### src/rtl/spi_upcount_pkg.sv
// rtl/spi_upcount_pkg.sv - shared constants and types for the up-counter SPI slave
//
// Purpose: frame geometry, frame tag value and the slave FSM state encoding.
// Ports: none (package).

package spi_upcount_pkg;

  localparam int FRAME_BITS = 16;
  localparam int COUNTER_W  = 14;

  // Upper frame bits must carry this tag for the payload to be accepted.
  localparam logic [1:0] FRAME_TAG = 2'b00;

  typedef enum logic [1:0] {
    IDLE    = 2'd0,
    SHIFT   = 2'd1,
    WAIT_SS = 2'd2
  } spi_slave_state_e;

endpackage

### src/rtl/spi_sync_edge.sv
// rtl/spi_sync_edge.sv - N-stage synchronizer with registered edge pulses
//
// Purpose: brings an asynchronous level into the clk domain and flags its edges.
// Ports:
//   clk, reset   - system clock, synchronous active-high reset
//   din          - asynchronous input level
//   dout         - synchronized level
//   rise, fall   - one-cycle pulses on synchronized rising / falling edges

module spi_sync_edge #(
  parameter int   STAGES    = 2,
  parameter logic RESET_VAL = 1'b0
) (
  input  logic clk,
  input  logic reset,
  input  logic din,
  output logic dout,
  output logic rise,
  output logic fall
);

  logic [STAGES-1:0] sync;
  logic              prev;

  assign dout = sync[STAGES-1];

  // Edge pulses are registered, so they trail the synchronized level by one cycle.
  always_ff @(posedge clk) begin
    if (reset) begin
      sync <= {STAGES{RESET_VAL}};
      prev <= RESET_VAL;
      rise <= 1'b0;
      fall <= 1'b0;
    end else begin
      sync[0] <= din;
      for (int i = 1; i < STAGES; i++) begin
        sync[i] <= sync[i-1];
      end
      prev <= sync[STAGES-1];
      rise <= sync[STAGES-1] & ~prev;
      fall <= ~sync[STAGES-1] & prev;
    end
  end

endmodule

### src/rtl/spi_upcount_slave.sv
// rtl/spi_upcount_slave.sv - SPI mode-0 slave receiving 16-bit up-counter frames
//
// Purpose: reassembles MSB-first frames, accepts tag-00 frames as the counter
// value and flags aborted or mistagged frames.
// Optional feature macro: SPI_UPCOUNT_SLAVE_ECHO_EN (echo last frame on miso).
// Ports:
//   clk, reset     - system clock, synchronous active-high reset
//   sclk, mosi, ss - SPI lines from the master (asynchronous, ss active-low)
//   miso           - echo of the last accepted frame (0 without echo build)
//   o_counter      - last accepted counter value
//   o_valid        - one-cycle pulse when o_counter updates
//   o_frame_err    - one-cycle pulse on aborted or mistagged frame

module spi_upcount_slave #(
  parameter int FRAME_BITS  = spi_upcount_pkg::FRAME_BITS,
  parameter int COUNTER_W   = spi_upcount_pkg::COUNTER_W,
  parameter int SYNC_STAGES = 2
) (
  input  logic                 clk,
  input  logic                 reset,
  input  logic                 sclk,
  input  logic                 mosi,
  input  logic                 ss,
  output logic                 miso,
  output logic [COUNTER_W-1:0] o_counter,
  output logic                 o_valid,
  output logic                 o_frame_err
);

  import spi_upcount_pkg::*;

  localparam int CNT_W = $clog2(FRAME_BITS) + 1;
  localparam int TAG_W = FRAME_BITS - COUNTER_W;

  spi_slave_state_e state_q, state_d;

  logic                   sclk_lvl, sclk_rise, sclk_fall;
  logic                   ss_lvl, ss_rise, ss_fall;
  logic [SYNC_STAGES-1:0] mosi_sync;
  logic                   mosi_s;

  logic [FRAME_BITS-1:0]  shift_reg;
  logic [CNT_W-1:0]       bit_cnt;
  logic                   frame_done;
  logic                   tag_ok;

  logic                   start;
  logic                   shift_en;
  logic                   valid_d;
  logic                   err_d;

  spi_sync_edge #(.STAGES(SYNC_STAGES), .RESET_VAL(1'b0)) u_sclk_sync (
    .clk   (clk),
    .reset (reset),
    .din   (sclk),
    .dout  (sclk_lvl),
    .rise  (sclk_rise),
    .fall  (sclk_fall)
  );

  spi_sync_edge #(.STAGES(SYNC_STAGES), .RESET_VAL(1'b1)) u_ss_sync (
    .clk   (clk),
    .reset (reset),
    .din   (ss),
    .dout  (ss_lvl),
    .rise  (ss_rise),
    .fall  (ss_fall)
  );

  // Synchronized sclk level is not needed; its fall pulse only in the echo build.
  logic unused_sclk;
  assign unused_sclk = ^{sclk_lvl, sclk_fall};

  always_ff @(posedge clk) begin
    if (reset) begin
      mosi_sync <= '0;
    end else begin
      mosi_sync[0] <= mosi;
      for (int i = 1; i < SYNC_STAGES; i++) begin
        mosi_sync[i] <= mosi_sync[i-1];
      end
    end
  end
  assign mosi_s = mosi_sync[SYNC_STAGES-1];

  assign frame_done = (bit_cnt == CNT_W'(FRAME_BITS));
  assign tag_ok     = (shift_reg[FRAME_BITS-1:COUNTER_W] == TAG_W'(FRAME_TAG));

  // State register
  always_ff @(posedge clk) begin
    if (reset) begin
      state_q <= IDLE;
    end else begin
      state_q <= state_d;
    end
  end

  // Next-state logic
  always_comb begin
    state_d = state_q;
    case (state_q)
      IDLE: begin
        if (ss_fall) state_d = SHIFT;
      end
      SHIFT: begin
        // A completed frame whose ss rise lands in the same cycle must not
        // park in WAIT_SS.
        if (frame_done)   state_d = ss_rise ? IDLE : WAIT_SS;
        else if (ss_rise) state_d = IDLE;
      end
      WAIT_SS: begin
        if (ss_lvl) state_d = IDLE;
      end
      default: state_d = IDLE;
    endcase
  end

  // Output / datapath control decode
  always_comb begin
    start    = 1'b0;
    shift_en = 1'b0;
    valid_d  = 1'b0;
    err_d    = 1'b0;
    case (state_q)
      IDLE: begin
        start = ss_fall;
      end
      SHIFT: begin
        if (frame_done) begin
          valid_d = tag_ok;
          err_d   = ~tag_ok;
        end else if (ss_rise) begin
          err_d = 1'b1;
        end else begin
          // ss rise outranks a coincident sclk edge (handled above).
          shift_en = sclk_rise;
        end
      end
      default: ;
    endcase
  end

  always_ff @(posedge clk) begin
    if (reset) begin
      shift_reg   <= '0;
      bit_cnt     <= '0;
      o_counter   <= '0;
      o_valid     <= 1'b0;
      o_frame_err <= 1'b0;
    end else begin
      o_valid     <= valid_d;
      o_frame_err <= err_d;
      if (start) begin
        shift_reg <= '0;
        bit_cnt   <= '0;
      end else if (shift_en) begin
        shift_reg <= {shift_reg[FRAME_BITS-2:0], mosi_s};
        bit_cnt   <= bit_cnt + CNT_W'(1);
      end
      if (valid_d) begin
        o_counter <= shift_reg[COUNTER_W-1:0];
      end
    end
  end

`ifdef SPI_UPCOUNT_SLAVE_ECHO_EN
  logic [FRAME_BITS-1:0] echo_reg;

  // Loaded at frame start so the MSB is on miso before the first sclk rise.
  always_ff @(posedge clk) begin
    if (reset) begin
      echo_reg <= '0;
    end else if (start) begin
      echo_reg <= {TAG_W'(FRAME_TAG), o_counter};
    end else if (state_q == SHIFT && sclk_fall) begin
      echo_reg <= {echo_reg[FRAME_BITS-2:0], 1'b0};
    end
  end

  assign miso = (state_q == SHIFT) ? echo_reg[FRAME_BITS-1] : 1'b0;
`else
  assign miso = 1'b0;
`endif

endmodule
### config.mk
export PLATFORM = sky130hd
export DESIGN_NAME = spi_upcount_slave
export DESIGN_NICKNAME = d
export VERILOG_FILES = /design/src/rtl/spi_upcount_pkg.sv /design/src/rtl/spi_sync_edge.sv /design/src/rtl/spi_upcount_slave.sv
export SDC_FILE = /design/constraint.sdc
export NUM_CORES = 1
export LEC_CHECK = 0
export ABC_CLOCK_PERIOD_IN_PS = 1550
export BUFFER_PORTS_ARGS = -buffer_cell sky130_fd_sc_hd__buf_2
export CORE_MARGIN = 2
export CORE_UTILIZATION = 51
export DETAILED_ROUTE_END_ITERATION = 7
export HOLD_SLACK_MARGIN = 0.05
export PLACE_DENSITY = 0.82
export SYNTH_ARGS = -nofsm -noshare
export SYNTH_HDL_FRONTEND = slang
export SYNTH_SLANG_ARGS = --single-unit
### constraint.sdc
create_clock -name clk -period 1.55 [get_ports clk]
set_input_delay 0.0775 -clock clk [delete_from_list [all_inputs] [get_ports clk]]
set_output_delay 0.0775 -clock clk [all_outputs]
set_load 0.05 [all_outputs]
==> results of run 1 <==
worst max-delay path by stage:
| stage | cells after the start | end | startpoint |
|---|---|---|---|
| after floorplan | 6 | bit_cnt[2]$_SDFFE_PP0P_ | bit_cnt[0]$_SDFFE_PP0P_ |
| after CTS | 6 | state_q[0]$_SDFFE_PP0P_ | bit_cnt[0]$_SDFFE_PP0P_ |
| after detailed placement | 5 | bit_cnt[2]$_SDFFE_PP0P_ | bit_cnt[0]$_SDFFE_PP0P_ |
| after global routing | 5 | bit_cnt[2]$_SDFFE_PP0P_ | bit_cnt[0]$_SDFFE_PP0P_ |
| after global placement | 5 | bit_cnt[2]$_SDFFE_PP0P_ | bit_cnt[0]$_SDFFE_PP0P_ |
| final | 5 | bit_cnt[2]$_SDFFE_PP0P_ | bit_cnt[0]$_SDFFE_PP0P_ |
metal layers:
metal | share of wire | global-route usage
met1 | 0.42 | 0.227
met2 | 0.51 | 0.379
met3 | 0.047 | 0.0479
met4 | 0.020 | 0.0964
met5 | 0 | 0
logic make-up after synthesis:
kind of cell,Yosys count
AO/OA/AOI/OAI,74
adder cells (fa/ha/maj),2
buffers and inverters,25
flip-flops,50
other,1
AND/OR/NAND/NOR,65
where the power goes:
part / internal [mW] / switching [mW]
Combinational: 0.0285 / 0.0472
Sequential: 1.29 / 0.00405
Clock: 0.311 / 0.395
Total: 1.63 / 0.446
cells in the mapped netlist (all sizes together), types with 2 or more instances:
cell     count  area share
inv          5      0.0097
dfxtp       50        0.52
nor2b        8       0.026
nand2        2      0.0039
o21ai       34       0.088
or2          4       0.013
a21oi       36       0.094
ha           2       0.013
nand4       14       0.045
nand3       19       0.049
nand4bb      2       0.012
nand2b       2      0.0065
nor3         3      0.0078
or4          2      0.0078
nor2         3      0.0058
buf          9       0.027
clkbuf      11       0.021
per-stage QoR:
stage          hold slack [ps]  setup TNS, ps  total power, mW  instances
2_1_floorplan              181              0             1.38        217
3_3_place_gp               261              0             1.40        280
3_5_place_dp               264              0             1.40        280
4_1_cts                    219              0             2.09        290
5_1_grt                    246          -10.9             2.15        293
6_report                   224              0             2.08        293
final cells by class:
cell class                 instances  share of cell area
clock buffer                       7              0.0338
inverter                           5             0.00831
multi-input combinational        142               0.368
sequential                        50               0.444
tap                               48              0.0266
timing repair buffer              41               0.119
critical path: stages, from the launching register on:
cell	delay, ps
dfxtp_2	340
inv_2	50
ha_4	150
and4bb_2	260
or4_1	510
a21oi_1	150
repair_timing:
item                                    4_1_cts  5_1_grt
hold buffers                                  3        0
endpoints found under the setup margin        0       17
gates resized for setup                       0        8
hold endpoints to repair                      3        0
setup buffers                                 0        3
==> metrics.md, run 1 <==
| Metric | Value |
|---|---|
| Status | completed |
| Synthesized-area fraction occupied by and/or/nand/nor cells | 0.208 |
| Final ANT Viol Nets | 0 |
| Place WS | 67.1 ps |
| Slew at the pin closest to its max-slew limit | between 500 and 600 ps |
| Worst EP arrival | about 1800 ps |
| Commonest non-fill, non-tap cells in the layout | dfxtp_1, a21oi_1, o21ai_0, buf_2, nand3_1 |
| I/O Buffers | 20 |
| Register area | 1000 um2 |
| Share of cells above drive strength 1 | 0.224 |
| R2r setup slk | about 26 ps |
| Fill count | between 300 and 400 |
| Layout Nets | 252 |
| Grt ovf | 0 |
| Worst Hold Path EP | mosi_sync[0]$_SDFF_PP0_ |
| Power Density | between 900 and 1000 nW/um2 |
| Syn_area_per_cell | 8.88 um2 |
| Antenna violations before repair | 0 |
| Vias in the first global route | roughly 1,600 |
| FP Rows | 22 |
| Die Height | around 65 um |
| Gate Count Post-Synth | 217 |
| Hold Crit Class | in2reg |
| Asr flop ratio synth | 0 |
| Initial Util | 0.530 |
| Global-route usage over all layers | 0.208 |
| Maxcap violations | 0 |
| Largest register FFs | 16 |
| Largest family of logic cells by synthesized area | simple AND/OR/NAND/NOR gates |
| Post-synthesis instance area | 1930 um2 |
| Final worst slack | between 20 and 30 ps |
| WHS Path Cells | 2 |
| Synth Area in Compound Gates | 0.199 |
| Crit share post-route | 0.983 |
| First-pass GRT wire length | slightly below 7000 um |
| H-tree depth | 2 |
| Later-pin clock latency in the skew report | about 300 ps |
| Endpoints failing hold | 0 |
| CTS buffer count | 5 |
| Most common cell after layout, fill and taps aside | dfxtp_1 |
| Diode count | 0 |
| Die W | between 60 and 70 um |
| Post-synth EDFFs | 0 |
| Synthesis-stage register bit count | 50 |
| R2R cell count | 5 |
| Synthesized-area fraction occupied by adder cells | 0.0130 |
| Layout overhead on the synthesized area | 17.3% |
| Final setup vio count | 0 |
| Routed wire per std cell | 14.2 um |
| Initial DRC count | between 100 and 150 |
| Root Buffer | clkbuf_8 |
| CTS Buffer Depth | 2 |
| Top_reg_cell synth | dfxtp_1 |
| Total I/O pin count | 22 |
| Post-Syn Nets | 224 |
| CTS tree | built |
| CP startpoint kind | register |
| Worst-path maximum fanout | 5 |
| FF-to-FF Start | bit_cnt[0]$_SDFFE_PP0P_ |
| Yosys warning count | 0 |
| Dpl cell area | 2110 um2 |
| Leakage | 0.820 nW |
| Via-to-Cell Ratio | around 5.8 |
| Hold_sp | reset |
| Worst IR Drop VDD | approximately 0.54 mV |
| Clock skew | about 6.1 ps |
| Placer Congestion | 0.791 |
| Via count | around 1,700 |
| Post-route minimum period | 1520 ps |
| Detailed-route DRC error count | 0 |
| Final instance area | 2260 um2 |
| HPWL Detailed | between 2000 and 3000 um |
| Crit end category | register |
| Total die area | 4290 um2 |
| Post-Route Utilization | 0.622 |
| Reg clk slew, reported paths | approximately 80 ps |
| DR pass1 iterations | 5 |
| Final Slew Violations | 0 |
| # clock sinks | 50 |
| XOR/XNOR Fraction of Synth Area | 0 |
| Largest net degree at the start of global routing | 29 |
| Max Fclk | ~660 MHz |
| DRT Wirelength | 4170 um |
| Core area | roughly 3600 um2 |
| Reg2reg end | bit_cnt[2]$_SDFFE_PP0P_ |
| Multi-input logic area | approximately 830 um2 |
| Sequential fraction of the synthesis area | 0.519 |
| CP required | about 1800 ps |
| Max_slew headroom | 0.667 |
| Synth cell types | 32 |
| Multiplexer share of the synthesized area | 0 |
| Kind of critical path | reg2reg |
Note: power is estimated with default switching activity, not from simulation.
==> inputs of run 2 (changes only) <==
MAX_ROUTING_LAYER = met4   (was not set)
==> run 2 against run 1 <==
First-iteration DRC count is 8.4% lower. Highest routed layer unchanged. Sequential power barely moved. Non-clock buffer count is the same. Critical endpoint unchanged.
==> metrics.md, run 2 (synthesized netlist as in run 1, its figures left out) <==
| Metric | Value |
|---|---|
| Leakage | 0.820 nW (unchanged) |
| Maxcap violations | 0 (unchanged) |
| FP Rows | 22 (unchanged) |
| First-pass GRT wire length | 6820 um (unchanged) |
| Status | completed |
| Final ANT Viol Nets | 0 (unchanged) |
| Initial DRC count | 109 (-8.4%) |
| Layout overhead on the synthesized area | 17.3% (unchanged) |
| CTS tree | built |
| Worst-path maximum fanout | 5 (unchanged) |
| Commonest non-fill, non-tap cells in the layout | dfxtp_1, a21oi_1, o21ai_0, buf_2, nand3_1 |
| Detailed-route DRC error count | 0 (unchanged) |
| Grt ovf | 0 (unchanged) |
| Layout Nets | 252 (unchanged) |
| Total die area | 4290 um2 (unchanged) |
| CTS buffer count | 5 (unchanged) |
| Via count | 1,681 (-0.53%) |
| Final instance area | 2260 um2 (unchanged) |
| CTS Buffer Depth | 2 (unchanged) |
| Root Buffer | clkbuf_8 |
| H-tree depth | 2 (unchanged) |
| CP startpoint kind | register |
| DRT Wirelength | 4150 um (-0.43%) |
| Vias in the first global route | 1,569 (-0.13%) |
| Diode count | 0 (unchanged) |
| Max Fclk | 657 MHz (+0.15%) |
| Kind of critical path | reg2reg |
| Via-to-Cell Ratio | 5.74 (-0.53%) |
| Worst IR Drop VDD | 0.540 mV (-0.25%) |
| Share of cells above drive strength 1 | 0.224 (unchanged) |
| Crit end category | register |
| Max stage delay on crit path | 510 ps (about the same) |
| Dpl cell area | 2110 um2 (unchanged) |
| Crit path cell chain | inv_2 > ha_4 > and4bb_2 > or4_1 > a21oi_1 |
| Crit share post-route | 0.982 (-0.00145) |
| Routed wire per std cell | 14.2 um (-0.43%) |
| Most common cell after layout, fill and taps aside | dfxtp_1 |
| WHS | 219 ps (-5.22 ps) |
| Final Slew Violations | 0 (unchanged) |
| CP required | 1790 ps (about the same) |
| Reg clk slew, reported paths | 80 ps (about the same) |
| Core area | 3630 um2 (unchanged) |
| Largest register FFs | 16 (unchanged) |
| DR pass1 iterations | 4 (-1) |
| Placed cell count | 280 (unchanged) |
| Fin cells | 293 (unchanged) |
| Fill count | 311 (unchanged) |
| Clock skew | 7.77 ps (+1.64 ps) |
| # clock sinks | 50 (unchanged) |
| Initial Util | 0.530 (unchanged) |
| HPWL Detailed | 2600 um (unchanged) |
| Post-route minimum period | 1520 ps (-2.25 ps) |
| Endpoints failing hold | 0 (unchanged) |
| Hold Crit Class | in2reg |
| Power Density | 923 nW/um2 (+0.22%) |
| WHS Path Cells | 2 (unchanged) |
| Total I/O pin count | 22 (unchanged) |
| Later-pin clock latency in the skew report | 300 ps (about the same) |
| Final setup vio count | 0 (unchanged) |
| CP max stage cell | or4_1 |
| Die W | 65.5 um (unchanged) |
| I/O Buffers | 20 (unchanged) |
| Die Height | 65.5 um (unchanged) |
| R2R cell count | 5 (unchanged) |
| Worst EP arrival | 1760 ps (about the same) |
| Antenna violations before repair | 0 (unchanged) |
| Global-route usage over all layers | 0.214 (+0.00560) |
| Placer Congestion | 0.802 (+1.4%) |
| Largest net degree at the start of global routing | 29 (unchanged) |
## run 2: cell counts in the layout (fill, tap and decap cells not counted)
Identical to the previous run, type by type.
## run 2: per-stage QoR
step / setup TNS, ps / total power, mW / setup WS, ps / utilization
detailed placement: 0 / 1.40 / 67.1 / 0.581
finish: 0 / 2.09 / 27.9 / 0.622
CTS: 0 / 2.09 / 39.5 / 0.611
global route: -10.6 / 2.15 / -10.6 / 0.622
global placement: 0 / 1.40 / 111 / 0.581
floorplan: 0 / 1.38 / 1.30 / -
## run 2: where the power goes
group	total [mW]	internal, mW	switching [mW]
clock network	0.712	0.311	0.400
logic	0.0749	0.0285	0.0464
registers	1.30	1.29	0.00411
total	2.09	1.63	0.451
## run 2: metal layers
metal,wire (um),share of wire,GRT usage
met5,0,0,-
met4,88,0.021,0.0964
met3,156,0.038,0.0479
met2,2170,0.52,0.378
met1,1740,0.42,0.228
## run 2: final timing paths
path / from / end / slack [ps]
setup / recovery: bit_cnt[0]$_SDFFE_PP0P_ / bit_cnt[2]$_SDFFE_PP0P_ / 30
hold / removal: reset / mosi_sync[0]$_SDFF_PP0_ / 220
setup reg to reg: bit_cnt[0]$_SDFFE_PP0P_ / bit_cnt[2]$_SDFFE_PP0P_ / 30
hold reg to reg: u_sclk_sync.prev$_SDFF_PP0_ / u_sclk_sync.rise$_SDFF_PP0_ / 410
## run 2: layout make-up
cell class	instances	area, um2	area share
multi-input combinational	142	832	0.368
clock buffer	7	76.3	0.0338
tap	48	60.1	0.0266
timing repair buffer	41	269	0.119
sequential	50	1000	0.444
inverter	5	18.8	0.00831
## run 2: what timing repair did
item | 4_1_cts | 5_1_grt
resized for setup | 0 | 8
setup buffers | 0 | 3
hold endpoints to repair | 3 | 0
hold buffers | 3 | 0
endpoints found under the setup margin | 0 | 17
## run 2: critical path, delay by kind of cell, from the launching register on
kind                       cells  cell delay [ps]
and+or+nand+nor                2              770
AOI/OAI and AO/OA              1              150
buffers and inverters          1               50
DFF                            1              340
adders and majority gates      1              150
